## src/rtl/switch_debounce.sv

```systemverilog
// Multi-bit switch debouncer with 2-flop synchronizers, per-bit stability counters,
// rise/fall pulses and a single-entry change-event register with overflow flag.
module switch_debounce #(
  parameter int WIDTH     = 8,
  parameter int DB_CYCLES = 1000000
) (
  input  logic             clk,
  input  logic             rst,
  input  logic [WIDTH-1:0] switch,
  output logic [WIDTH-1:0] sw_clean,
  output logic [WIDTH-1:0] sw_rise,
  output logic [WIDTH-1:0] sw_fall,
  output logic             evt_valid,
  output logic [WIDTH-1:0] evt_data,
  input  logic             evt_ready,
  output logic             evt_ovf
);

  // State table
  //   ST_IDLE | no event pending, evt_ready ignored
  //   ST_PEND | snapshot held in evt_data, waiting for evt_ready

  localparam int CNT_W = (DB_CYCLES > 1) ? $clog2(DB_CYCLES) : 1;
  localparam logic [CNT_W-1:0] CNT_TC = CNT_W'(DB_CYCLES - 1);

  typedef enum logic {
    ST_IDLE = 1'b0,
    ST_PEND = 1'b1
  } state_t;

  logic [WIDTH-1:0] sync1_q;
  logic [WIDTH-1:0] sync2_q;
  logic [WIDTH-1:0] clean_q;
  logic [WIDTH-1:0] clean_d;
  logic [WIDTH-1:0] rise_q;
  logic [WIDTH-1:0] fall_q;
  logic [CNT_W-1:0] cnt_q [WIDTH];
  logic [CNT_W-1:0] cnt_d [WIDTH];

  state_t           state_q;
  state_t           state_d;
  logic [WIDTH-1:0] data_q;
  logic [WIDTH-1:0] data_d;
  logic             ovf_q;
  logic             ovf_d;
  logic             upd;
  logic             hs;

  // Counter runs only while the synchronized level disagrees with sw_clean;
  // reaching the terminal count with the level still different commits it.
  always_comb begin
    clean_d = clean_q;
    for (int i = 0; i < WIDTH; i++) begin
      cnt_d[i] = '0;
      if (sync2_q[i] != clean_q[i]) begin
        if (cnt_q[i] == CNT_TC) begin
          clean_d[i] = sync2_q[i];
        end else begin
          cnt_d[i] = cnt_q[i] + CNT_W'(1);
        end
      end
    end
  end

  always_ff @(posedge clk) begin
    if (rst) begin
      sync1_q <= '0;
      sync2_q <= '0;
      clean_q <= '0;
      rise_q  <= '0;
      fall_q  <= '0;
      for (int i = 0; i < WIDTH; i++) begin
        cnt_q[i] <= '0;
      end
    end else begin
      sync1_q <= switch;
      sync2_q <= sync1_q;
      clean_q <= clean_d;
      rise_q  <= clean_d & ~clean_q;
      fall_q  <= ~clean_d & clean_q;
      for (int i = 0; i < WIDTH; i++) begin
        cnt_q[i] <= cnt_d[i];
      end
    end
  end

  // Event tracking keys off clean_d so the event lands on the same edge as sw_clean.
  assign upd = |(clean_d ^ clean_q);
  assign hs  = (state_q == ST_PEND) && evt_ready;

  always_comb begin
    state_d = state_q;
    data_d  = data_q;
    ovf_d   = ovf_q;
    unique case (state_q)
      ST_IDLE: begin
        if (upd) begin
          state_d = ST_PEND;
          data_d  = clean_d;
          ovf_d   = 1'b0;
        end
      end
      ST_PEND: begin
        if (upd) begin
          data_d = clean_d;
          ovf_d  = !hs;
        end else if (hs) begin
          state_d = ST_IDLE;
          ovf_d   = 1'b0;
        end
      end
      default: begin
        state_d = ST_IDLE;
        ovf_d   = 1'b0;
      end
    endcase
  end

  always_ff @(posedge clk) begin
    if (rst) begin
      state_q <= ST_IDLE;
      data_q  <= '0;
      ovf_q   <= 1'b0;
    end else begin
      state_q <= state_d;
      data_q  <= data_d;
      ovf_q   <= ovf_d;
    end
  end

  assign sw_clean  = clean_q;
  assign sw_rise   = rise_q;
  assign sw_fall   = fall_q;
  assign evt_valid = (state_q == ST_PEND);
  assign evt_data  = data_q;
  assign evt_ovf   = ovf_q;

endmodule

```

## config.mk

```make
export PLATFORM = sky130hd
export DESIGN_NAME = switch_debounce
export DESIGN_NICKNAME = d
export VERILOG_FILES = /design/src/rtl/switch_debounce.sv
export SDC_FILE = /design/constraint.sdc
export NUM_CORES = 1
export LEC_CHECK = 0
export CORE_ASPECT_RATIO = 1.75
export CORE_MARGIN = 2
export CORE_UTILIZATION = 59
export CTS_BUF_LIST = sky130_fd_sc_hd__clkbuf_8
export DETAILED_ROUTE_END_ITERATION = 6
export PLACE_DENSITY = 0.75
export SYNTH_ARGS = -nofsm -noshare
export SYNTH_HDL_FRONTEND = slang
export SYNTH_SLANG_ARGS = --single-unit
export TNS_END_PERCENT = 5
```

## constraint.sdc

```tcl
create_clock -name clk -period 6.3 [get_ports clk]
set_clock_uncertainty 0.2 [all_clocks]
set_input_delay 1.575 -clock clk [delete_from_list [all_inputs] [get_ports clk]]
set_output_delay 1.575 -clock clk [all_outputs]
set_load 0.02 [all_outputs]
```

==> impl_metrics.yaml, run 1 <==
die:
  top_level_ports: 45
  start_util_pct: 59.56
  dieArea_sq_um: 16430
  row_count: 60
  die_w_um: 97.77
  die_y_um: 168.1
  coreArea_sq_um: 15240
synth:
  yosysWarnings: 0
  yosysMostFrequentCell: "dfxtp_1"
  ys_top_cells_by_area: "dfxtp_1 (46%), nor2_1 (5.4%), xnor2_1 (5.4%)"
  synth-seq-cells: 210
  syn_area_sq_um: 9077
  synthCells: 1032
  syn_avg_cell_area_sq_um: 8.796
  synth_edf_count: 0
  yosys-top-cells-count: "dfxtp_1 (210), nor2_1 (131), a21oi_1 (63)"
  async_flop_share_pct: 0
  yosys.cell_types.count: 41
  yosys.area.top_type_share_pct: 46.31
  seq_area_frac_synth_pct: 46.31
  syn_nets: 1067
  synth_area_leader_cell: "dfxtp_1"
  ys.flop_type: "dfxtp_1"
setup_path:
  rrSetupSlack_ns: 2.96
  slowest_delay_ns: 0.66
  end_kind: "output port"
  crit_arrival_ns: 1.69
  cp-start-kind: "register"
  critPathTopFamily: "buffers and inverters"
  cp_slowest_cell: "clkdlybuf4s50_1"
  cp_num_buf_inv: 1
  crit_path_max_fanout: 5
  rr_worst_depth: 9
  cp.depth: 1
  crit_chain: "clkdlybuf4s50_1"
  crit_required_ns: 4.53
  critPathKind: "reg2out"
clocking:
  htreeDepth: 1
  cts_tree: "yes"
  cts-resized-gates: 0
  cts-buffers-inserted: 31
  clk_path_buf_depth: 3
  clk_pin_slew_ns: 0.06
  cts_setup_buffers: 0
  holdBufCountCts: 0
  root_buffer: "clkbuf_8"
  worstSkewPairLatency_ns: 0.55
  clkSinkCount: 210
sta:
  max_freq_mhz: 289.0
  postLayoutSetupSlackWorst_ns: 2.840
  fin_setup_tns_ns: 0
  worst_pin_slew_ns: 0.4166
  max-slew-margin-rel_pct: 72.02
  post-route-period-util_pct: 54.92
  period_minus_slack_ns: 3.460
  rsz0062_at_grt: "no"
  hold_viol_final: 0
  setup_viol: 0
  maxSlewViolCount: 0
  hold_slack_ns: 0.2356
route:
  drtPass1Iterations: 6
  drc: 0
  drt_wl_total_um: 17470
  viasPerCell: 5.695
  wl_per_cell_um: 13.57
  dr.first_iter.drc_count: 212
  via_count: 7335
  ant_nets: 0
power:
  leakage_nw: 3.185
  ir_drop_uv: 186.4
  power.density_nw_per_um2: 237.0
global_route:
  grt_pass1_wl_um: 30200
  track_usage_pct: 21.11
  grt_overflow: 0
  grt_pass1_vias: 7012
  grt_max_degree: 38
  antenna_found_initial: 0
place:
  dp_slack_ns: 2.960
  place_congestion: 0.7911
  dp_hpwl_um: 12060
  port_buffers: 44
cells_and_area:
  layout.nets: 1117
  layout-drive-gt1-share_pct: 6.261
  nFillCells: 1320
  diodes: 0
  regArea_sq_um: 4204
  area_delta_synth_final_pct: 13.37
  multi_input_area_sq_um: 4563
outcome:
  status: "completed"
job:
  drv_cap: 0
min_path:
  holdPathStages: 1
  hold_class: "reg2reg"
[sequential cells by signal (all words and copies together) (netlist names)]
name       flops
sw_clean       8
sw_rise        8
cnt_q        160
evt_data       8
sync2_q        8
sync1_q        8
sw_fall        8
evt_valid      1
evt_ovf        1
[metrics by stage]
| step | utilization, % | instances | total power [mW] | instance area (sq um) |
|---|---|---|---|---|
| after global placement | 63.49 | 1235 | 1.399 | 9676 |
| final | 67.53 | 1288 | 2.439 | 10290 |
| after CTS | 67.53 | 1288 | 2.467 | 10290 |
| after floorplan | - | 1032 | 1.386 | 9077 |
| after global routing | 67.53 | 1288 | 2.526 | 10290 |
| after detailed placement | 63.49 | 1235 | 1.399 | 9676 |
[final cells by class]
type / instances / area share [%]
Sequential cell: 210 / 40.85
Timing Repair Buffer: 53 / 4.888
Tap cell: 186 / 2.261
Inverter: 46 / 1.678
Multi-Input combinational cell: 740 / 44.34
Clock buffer: 41 / 5.483
Clock inverter: 12 / 0.4985
[power by group]
group / switching (mW) / total [mW] / internal, mW
registers: 0.00376 / 1.34 / 1.33
logic: 0.0188 / 0.0315 / 0.0128
clock network: 0.494 / 1.07 / 0.576
total: 0.516 / 2.44 / 1.92
[placed cells by master, fill, tap and decap left out, drive strengths merged, types with 33 or more instances in the layout]
cell and count:
or3 42, or4 33, xor2 42, nand4 35, nor2b 33, clkdlybuf4s50 43, nand2 52, nand3 59
a21oi 63, nor2 131, xnor2 56, o21ai 47, clkbuf 41, inv 53, dfxtp 210
[kinds of logic after synthesis]
| group | after synthesis | share of synthesized area (%) |
|---|---|---|
| buf+inv | 82 | 3.418 |
| flops | 210 | 46.31 |
| fa+ha+maj | 24 | 3.308 |
| mux | 1 | 0.1103 |
| compound gates | 142 | 8.987 |
| simple gates | 475 | 28.41 |
| xor+xnor | 98 | 9.456 |
[routing by layer]
layer,track usage [%],routed length [um],vias up
met1,23.13,7109,3449
met5,0,0,-
met3,3.736,741,28
met2,40.33,9203,132
met4,7.246,417,0
li1,-,-,3726
[path summary, 6_finish.rpt]
path | to | startpoint
setup / recovery | sw_clean[5] | sw_clean[5]
hold reg to reg | sync2_q[2] | sync1_q[2]
setup reg to reg | evt_ovf | cnt_q[1][32]
hold / removal | sync2_q[2] | sync1_q[2]
Note: power is estimated with default switching activity, not from simulation.
==> run 2, diff against run 1 <==
==> constraint.sdc (replaced) <==
create_clock -name clk -period 3.5 [get_ports clk]
set_clock_uncertainty 0.2 [all_clocks]
set_input_delay 0.875 -clock clk [delete_from_list [all_inputs] [get_ports clk]]
set_output_delay 0.875 -clock clk [all_outputs]
set_load 0.02 [all_outputs]
==> run 2 against run 1 <==
Net effect:
- flip-flop and latch count unchanged
- core utilization grew 0.53 points
- via count shrank 0.59%
- clock-buffer cell count fell by 2
- global-route usage grew 0.63 points
- wire length decreased by 0.31%
- combinational power rose by 84%
- register-to-register slack lost 2.6 ns
- non-clock buffer count rose by 8
- largest cell class unchanged
- highest routed layer unchanged
==> impl_metrics.yaml, run 2 (same netlist as run 1, synthesis figures left out) <==
outcome:
  status: "completed"
setup_path:
  end_kind: "register"
  crit_required_ns: 3.77
  rrSetupSlack_ns: 0.37
  crit_start: "cnt_q[1][32]"
  cp-endpoint: "evt_ovf"
  cp_slowest_cell: "or4_4"
  cp-start-kind: "register"
  crit_chain: "or4_1, or4_4, o21ai_1, nand2_1, ha_1, nand4_1, or2_4, mux2i_1, a211oi_1"
  worstReg2RegStart: "cnt_q[1][32]"
  rr_worst_depth: 9
  critPathKind: "reg2reg"
  timing.rr.end: "evt_ovf"
  crit_arrival_ns: 3.39
  crit_path_max_fanout: 18
  slowest_delay_ns: 0.53
global_route:
  antenna_found_initial: 0
  grt_pass1_wl_um: 30930
  grt_max_degree: 25
  track_usage_pct: 21.74
  grt_pass1_vias: 7117
  grt_overflow: 0
clocking:
  root_buffer: "clkbuf_8"
  cts-buffers-inserted: 30
  clkSinkCount: 210
  htreeDepth: 1
  clk_pin_slew_ns: 0.06
  clk_path_buf_depth: 3
  holdBufCountCts: 0
  cts_tree: "yes"
  worstSkewPairLatency_ns: 0.55
cells_and_area:
  multi_input_area_sq_um: 4566
  largest_register_ffs: 160
  area_delta_synth_final_pct: 14.25
  layout_common_cells: "dfxtp_1 (210), nor2_1 (131), a21oi_1 (63), nand3_1 (59), inv_1 (57)"
  layout.nets: 1124
  top_register: "cnt_q"
  design_area_sq_um: 10370
  diodes: 0
  nFillCells: 1322
  layout-drive-gt1-share_pct: 6.828
  layoutNonFillerInstCount: 1299
  regArea_sq_um: 4204
  final_common_cell: "dfxtp_1"
power:
  power_frac_seq_pct: 54.2
  p_int_mw: 3.496
  clockPowerShare_pct: 44.4
  power.density_nw_per_um2: 428.0
  sw_frac_of_total_pct: 21.24
  leakage_nw: 3.242
  p_sw_uw: 943.0
  ir_drop_uv: 373.1
  pwr-share-comb_pct: 1.3
place:
  port_buffers: 44
  dp_hpwl_um: 12390
  dp_cells: 1243
  place_congestion: 0.8323
  placed_area_sq_um: 9736
  dp_slack_ns: 0.2134
die:
  row_count: 60
  top_level_ports: 45
  die_y_um: 168.1
  dieArea_sq_um: 16430
  coreArea_sq_um: 15240
  start_util_pct: 59.56
  die_w_um: 97.77
route:
  dr.first_iter.drc_count: 234
  drc: 0
  viasPerCell: 5.614
  drt_wl_total_um: 17420
  wl_per_cell_um: 13.41
  drtPass1Iterations: 4
  via_count: 7292
  ant_nets: 0
sta:
  postLayoutSetupSlackWorst_ns: 0.3747
  fin_setup_tns_ns: 0
  period_minus_slack_ns: 3.125
  worst_pin_slew_ns: 0.7414
  hold_viol_final: 0
  max_freq_mhz: 320.0
  post-route-period-util_pct: 89.29
  rsz0062_at_grt: "no"
  setup_viol: 0
  maxSlewViolCount: 0
  max-slew-margin-rel_pct: 50.24
min_path:
  hold_class: "reg2reg"
job:
  drv_cap: 0
[run 2: how the worst min path moves through the flow]
| stage | from | to | slack, ns | depth (start not counted) |
|---|---|---|---|---|
| global route | sync1_q[0] | sync2_q[0] | 0.26 | 1 |
| CTS | sync1_q[0] | sync2_q[0] | 0.24 | 1 |
| detailed placement | sync1_q[0] | sync2_q[0] | 0.23 | 1 |
| global placement | sync1_q[0] | sync2_q[0] | 0.22 | 1 |
| floorplan | sync1_q[0] | sync2_q[0] | 0.21 | 1 |
| finish | sync1_q[7] | sync2_q[7] | 0.24 | 1 |
[run 2: through the flow]
step / power (mW) / utilization [%] / hold slack, ns
2_1_floorplan: 2.494 / - / 0.2138
3_3_place_gp: 2.519 / 63.88 / 0.2219
3_5_place_dp: 2.521 / 63.88 / 0.2274
4_1_cts: 4.505 / 68.04 / 0.2434
5_1_grt: 4.612 / 68.05 / 0.2623
6_report: 4.439 / 68.05 / 0.2357
[run 2: per-layer routing]
metal / share of wire [%] / vias up / track usage (%)
met3: 3.8 / 26 / 3.653
met2: 53 / 113 / 40.96
li1: - / 3740 / -
met1: 41 / 3413 / 24.41
met4: 2.2 / 0 / 7.548
met5: 0 / - / 0
[run 2: power groups by stage]
stage	logic (mW)	registers [mW]	clock network, mW
finish	0.0581	2.41	1.97
global route	0.0652	2.41	2.14
CTS	0.0596	2.41	2.04
detailed placement	0.0593	2.46	0
global placement	0.0584	2.46	0
floorplan	0.0347	2.46	0
[run 2: critical path, delay by kind of cell (launching register included)]
family                     cells  cell delay [ns]
AOI/OAI and AO/OA              2             0.48
adders and majority gates      1             0.28
DFF                            1             0.35
muxes                          1             0.14
and+or+nand+nor                5             1.58
[run 2: final cells by class]
type / count / share of cell area [%]
clock inverter: 17 / 0.9289
multi-input combinational: 740 / 44.02
timing repair buffer: 61 / 5.429
clock buffer: 39 / 5.176
tap: 186 / 2.244
inverter: 46 / 1.665
sequential: 210 / 40.54
[run 2: timing repair]
| action | CTS | global route |
|---|---|---|
| setup buffers | 0 | 0 |
| endpoints found under the setup margin | 0 | 1 |
| resized for setup | 0 | 1 |
==> variant 1 (config.mk and constraints of run 1) <==
Make the reset (`rst`) asynchronous in 2 clocked blocks.
--- a/src/rtl/switch_debounce.sv
+++ b/src/rtl/switch_debounce.sv
@@ -62,7 +62,7 @@
     end
   end
 
-  always_ff @(posedge clk) begin
+  always_ff @(posedge clk or posedge rst) begin
     if (rst) begin
       sync1_q <= '0;
       sync2_q <= '0;
@@ -116,7 +116,7 @@
     endcase
   end
 
-  always_ff @(posedge clk) begin
+  always_ff @(posedge clk or posedge rst) begin
     if (rst) begin
       state_q <= ST_IDLE;
       data_q  <= '0;
Behaviour: same outputs for any inputs over 10 cycles, from zero or initial values and one cycle with rst high; that may be too few to reach the edited logic, so the function may still have changed.
==> variant 1 against run 1 <==
Setup slack improved by 0.014 ns; sequential cell count unchanged; global-route usage grew 1.4 points; design area is 9.8% higher; via count grew 0.45%; area after synthesis is 9.4% higher; first-iteration DRC count up 68%; wire length up 9.7%; largest cell class is now flip-flops and latches.
Power is not compared: it rests on default switching activity, and its combinational part moved more than twofold at a synthesized area within 25%.
==> variant 1: results (changes against run 1) <==
GRT
  – Met3 global-route usage: 0.03422 (was 0.03736)
  – Global-route wire length before repair: 33,390 um (was 30,200 um)
  – Vias in the first global route: 7,308 (was 7,012)
  – Met2 Usage GRT: 0.3914 (was 0.4033)

Placed design
  – Inst Count DP: 1,240 (was 1,235)
  – Post-DP HPWL: 13,070 um (was 12,060 um)

Route
  – TritonRoute pass-1 iters: 4 (was 6)
  – Routed length on met1: 7999 um (was 7109 um)
  – DR WL/cell: 14.80 um (was 13.57 um)
  – Total Wirelength: 19,160 um (was 17,470 um)
  – Routed wl met2: 10,040 um (was 9203 um)
  – Vias/cell: 5.690 (was 5.695)

Logic synthesis
  – Most frequent cells after synthesis: 210 x dfrtp_1, 123 x nor2_1, 68 x nand3_1 (was 210 x dfxtp_1, 131 x nor2_1, 63 x a21oi_1)
  – Register area share after synthesis: 0.5294 (was 0.4631)
  – Synth top area cells: dfrtp_1 53%, nor2_1 4.7%, xor2_1 4.6% (was dfxtp_1 46%, nor2_1 5.4%, xnor2_1 5.4%)
  – Ys async rst share: 1.000 (was 0)
  – Synth Instances: 991 (was 1,032)

Timing
  – Slew at the pin closest to its max-slew limit: 0.9845 ns (was 0.4166 ns)
  – Fin Hold WS: 0.1478 ns (was 0.2356 ns)

Worst setup path
  – RR Startpoint: cnt_q[146] (was cnt_q[1][32])
  – Critical R2R Capture: evt_data[3] (was evt_ovf)
  – Arr. time, crit path: 1.67 ns (was 1.69 ns)

Worst hold path
  – Hold Path Sink: sync2_q[6] (was sync2_q[2])

Run status
  – Outcome: finished clean (unchanged)

Finish
  – Design Area, Final: 11,300 sq um (was 10,290 sq um)
  – Clock-cell share: 0.06125 (was 0.05982)
  – Non-CTS buffers: 51 (was 53)

Clocking
  – Clock Latency Late Sink: 0.57 ns (was 0.55 ns)
variant 1: changes by cell type after synthesis, sizes merged, moves of 10 or more:
cell / before / now
xor2: 42 / 52
dfxtp: 210 / 0
nor2b: 33 / 1
and3: 6 / 17
dfrtp: 0 / 210
clkbuf: 33 / 18
a21oi: 63 / 53
variant 1: how the worst max path moves through the flow:
stage,from,endpoint,slack (ns),cells after the start
6_report,sw_clean[1],sw_clean[1],2.85,1
5_1_grt,cnt_q[35],evt_data[3],2.65,9
4_1_cts,sw_clean[0],sw_clean[0],2.80,1
3_5_place_dp,rst,cnt_q[114],2.83,3
3_3_place_gp,rst,cnt_q[116],2.84,3
2_1_floorplan,rst,cnt_q[0],1.80,1
variant 1: logic make-up after synthesis:
| group | share of synthesized area |
|---|---|
| compound gates | 0.07613 |
| flops | 0.5294 |
| buf+inv | 0.02722 |
| simple gates | 0.2479 |
| fa+ha+maj | 0.03025 |
| xor+xnor | 0.08911 |
==> variant 2 (settings of run 1) <==
Without the edit above. `WIDTH`: 8 -> 16.
--- a/src/rtl/switch_debounce.sv
+++ b/src/rtl/switch_debounce.sv
@@ -1,7 +1,7 @@
 // Multi-bit switch debouncer with 2-flop synchronizers, per-bit stability counters,
 // rise/fall pulses and a single-entry change-event register with overflow flag.
 module switch_debounce #(
-  parameter int WIDTH     = 8,
+  parameter int WIDTH     = 16,
   parameter int DB_CYCLES = 1000000
 ) (
   input  logic             clk,
Ports: changed (5 resized); port bits go from 45 to 85. The function was not compared with the original's and may differ.
==> variant 2 against run 1 <==
Utilization is 1.1 points higher; combinational power is 99% higher; synthesized cell count is 100% higher; setup slack worse by 0.57 ns; sequential cell count is 208 higher; sequential share of layout area is 0.44 points lower; design area is 100% higher; wire length is 110% higher; total power is 110% higher; area after synthesis is 100% higher; highest routed layer unchanged; critical path type is now flop to flop.
==> variant 2: results (changes against run 1) <==
Finish
  – Share of cells above drive strength 1: 0.06315 (was 0.06261)
  – Fillcell total: 2,447 (was 1,320)
  – Nets: 2,220 (was 1,117)

Worst setup path
  – Critical path's top delay family: simple AND/OR/NAND/NOR gates (was buffers and inverters)
  – Slowest-stage cell, CP: or4_2 (was clkdlybuf4s50_1)
  – Arr. time, crit path: 4.34 ns (was 1.69 ns)
  – Worst-path maximum fanout: 34 (was 5)
  – CP peak stage delay: 1.06 ns (was 0.66 ns)

Route
  – TritonRoute pass-1 iters: 5 (was 6)
  – DR WL/cell: 14.37 um (was 13.57 um)
  – Total Wirelength: 37,200 um (was 17,470 um)
  – Vias/cell: 5.678 (was 5.695)

Logic synthesis
  – Mapped Avg Cell Area: 8.763 sq um (was 8.796 sq um)
  – Synth top area cells: dfxtp_1 46%, xnor2_1 5.6%, nor2_1 5.4% (was dfxtp_1 46%, nor2_1 5.4%, xnor2_1 5.4%)
  – Post-synthesis cell type count: 45 (was 41)
  – Register area share after synthesis: 0.4616 (was 0.4631)
  – Syn Nets: 2,136 (was 1,067)

Placed design
  – Inst Count DP: 2,480 (was 1,235)
  – Routability cong.: 0.8902 (was 0.7911)
  – Post-DP HPWL: 26,430 um (was 12,060 um)
  – Port Buffer Count: 84 (was 44)

Timing
  – Slew headroom: 0.4705 (was 0.7202)

GRT
  – Vias in the first global route: 14,100 (was 7,012)
  – Global-route wire length before repair: 62,450 um (was 30,200 um)
  – Pin count of the biggest net entering global routing: 54 (was 38)

Clocking
  – Cts bufs inserted: 58 (was 31)
  – Post-CTS Resized: 0 (unchanged)
  – H-tree levels: 2 (was 1)

Run status
  – Outcome: finished clean (unchanged)
==> variant 2: changes by cell type in the layout (fill, tap and decap cells not counted), moves of 32 or more <==
cell	delta
dfxtp_1	+208
nor2_1	+128
nand2_1	+63
nand3_1	+62
xnor2_1	+60
a21oi_1	+58
clkbuf_8	+41
xor2_1	+41
clkdlybuf4s50_1	+40
or3_1	+38
inv_1	+37
or4_1	+36
nor2b_1	+32
==> variant 2: path summary, 6_finish.rpt <==
| path | cells past startpoint | slack (ns) | startpoint | to |
|---|---|---|---|---|
| max | 9 | 2.27 | cnt_q[1][66] | evt_ovf |
| min | 1 | 0.24 | sync1_q[15] | sync2_q[15] |
| max reg2reg | 9 | 2.27 | cnt_q[1][66] | evt_ovf |
| min reg2reg | 1 | 0.24 | sync1_q[15] | sync2_q[15] |
==> variant 2: stage by stage <==
stage | instance area [sq um] | hold WS [ns] | setup slack, ns
final | 20700 | 0.2375 | 2.274
after global routing | 20700 | 0.2538 | 2.047
after CTS | 20700 | 0.2394 | 2.262
after detailed placement | 19290 | 0.2258 | 2.307
after global placement | 19290 | 0.2205 | 2.361
after floorplan | 18130 | 0.2129 | 2.874
==> variant 2: cells by family after synthesis <==
group,after synthesis,share of synthesized area
buf+inv,163,0.03416
fa+ha+maj,48,0.03313
mux,1,0.0005521
simple gates,964,0.2865
xor+xnor,199,0.09614
flops,418,0.4616
compound gates,276,0.08792
==> variant 2: final cells by class <==
cell class / instances / area (sq um) / area share
multi-input combinational: 1488 / 9144 / 0.4416
sequential: 418 / 8368 / 0.4042
clock buffer: 82 / 1129 / 0.05451
timing repair buffer: 102 / 973.4 / 0.04701
tap: 387 / 484.2 / 0.02339
inverter: 85 / 319.1 / 0.01541
clock inverter: 26 / 287.8 / 0.01390
==> variant 2: worst register-to-register path, stage by stage, from the launching register on <==
cell,delay [ns]
dfxtp_1,0.35
or4b_1,0.50
or4_1,0.58
o21ai_1,0.28
nand2_1,0.09
ha_1,0.28
nand4_1,0.12
or4_2,1.06
mux2i_1,0.24
a211oi_1,0.22
==> variant 2: power by group through the flow <==
stage	clock network, uW	logic [uW]	registers (uW)
4_1_cts	2490	63.1	2660
3_5_place_dp	0	62.7	2720
6_report	2430	62.6	2660
2_1_floorplan	0	38.9	2720
5_1_grt	2610	69.6	2660
3_3_place_gp	0	61.8	2720
==> variant 2: routing by layer <==
layer  part of all wire  vias to the layer above  track usage
met1               0.41                     6942       0.2505
li1                   -                     7431            -
met5                  0                        -            0
met4              0.034                        0      0.09470
met3              0.038                       83      0.04126
met2               0.52                      239       0.4244
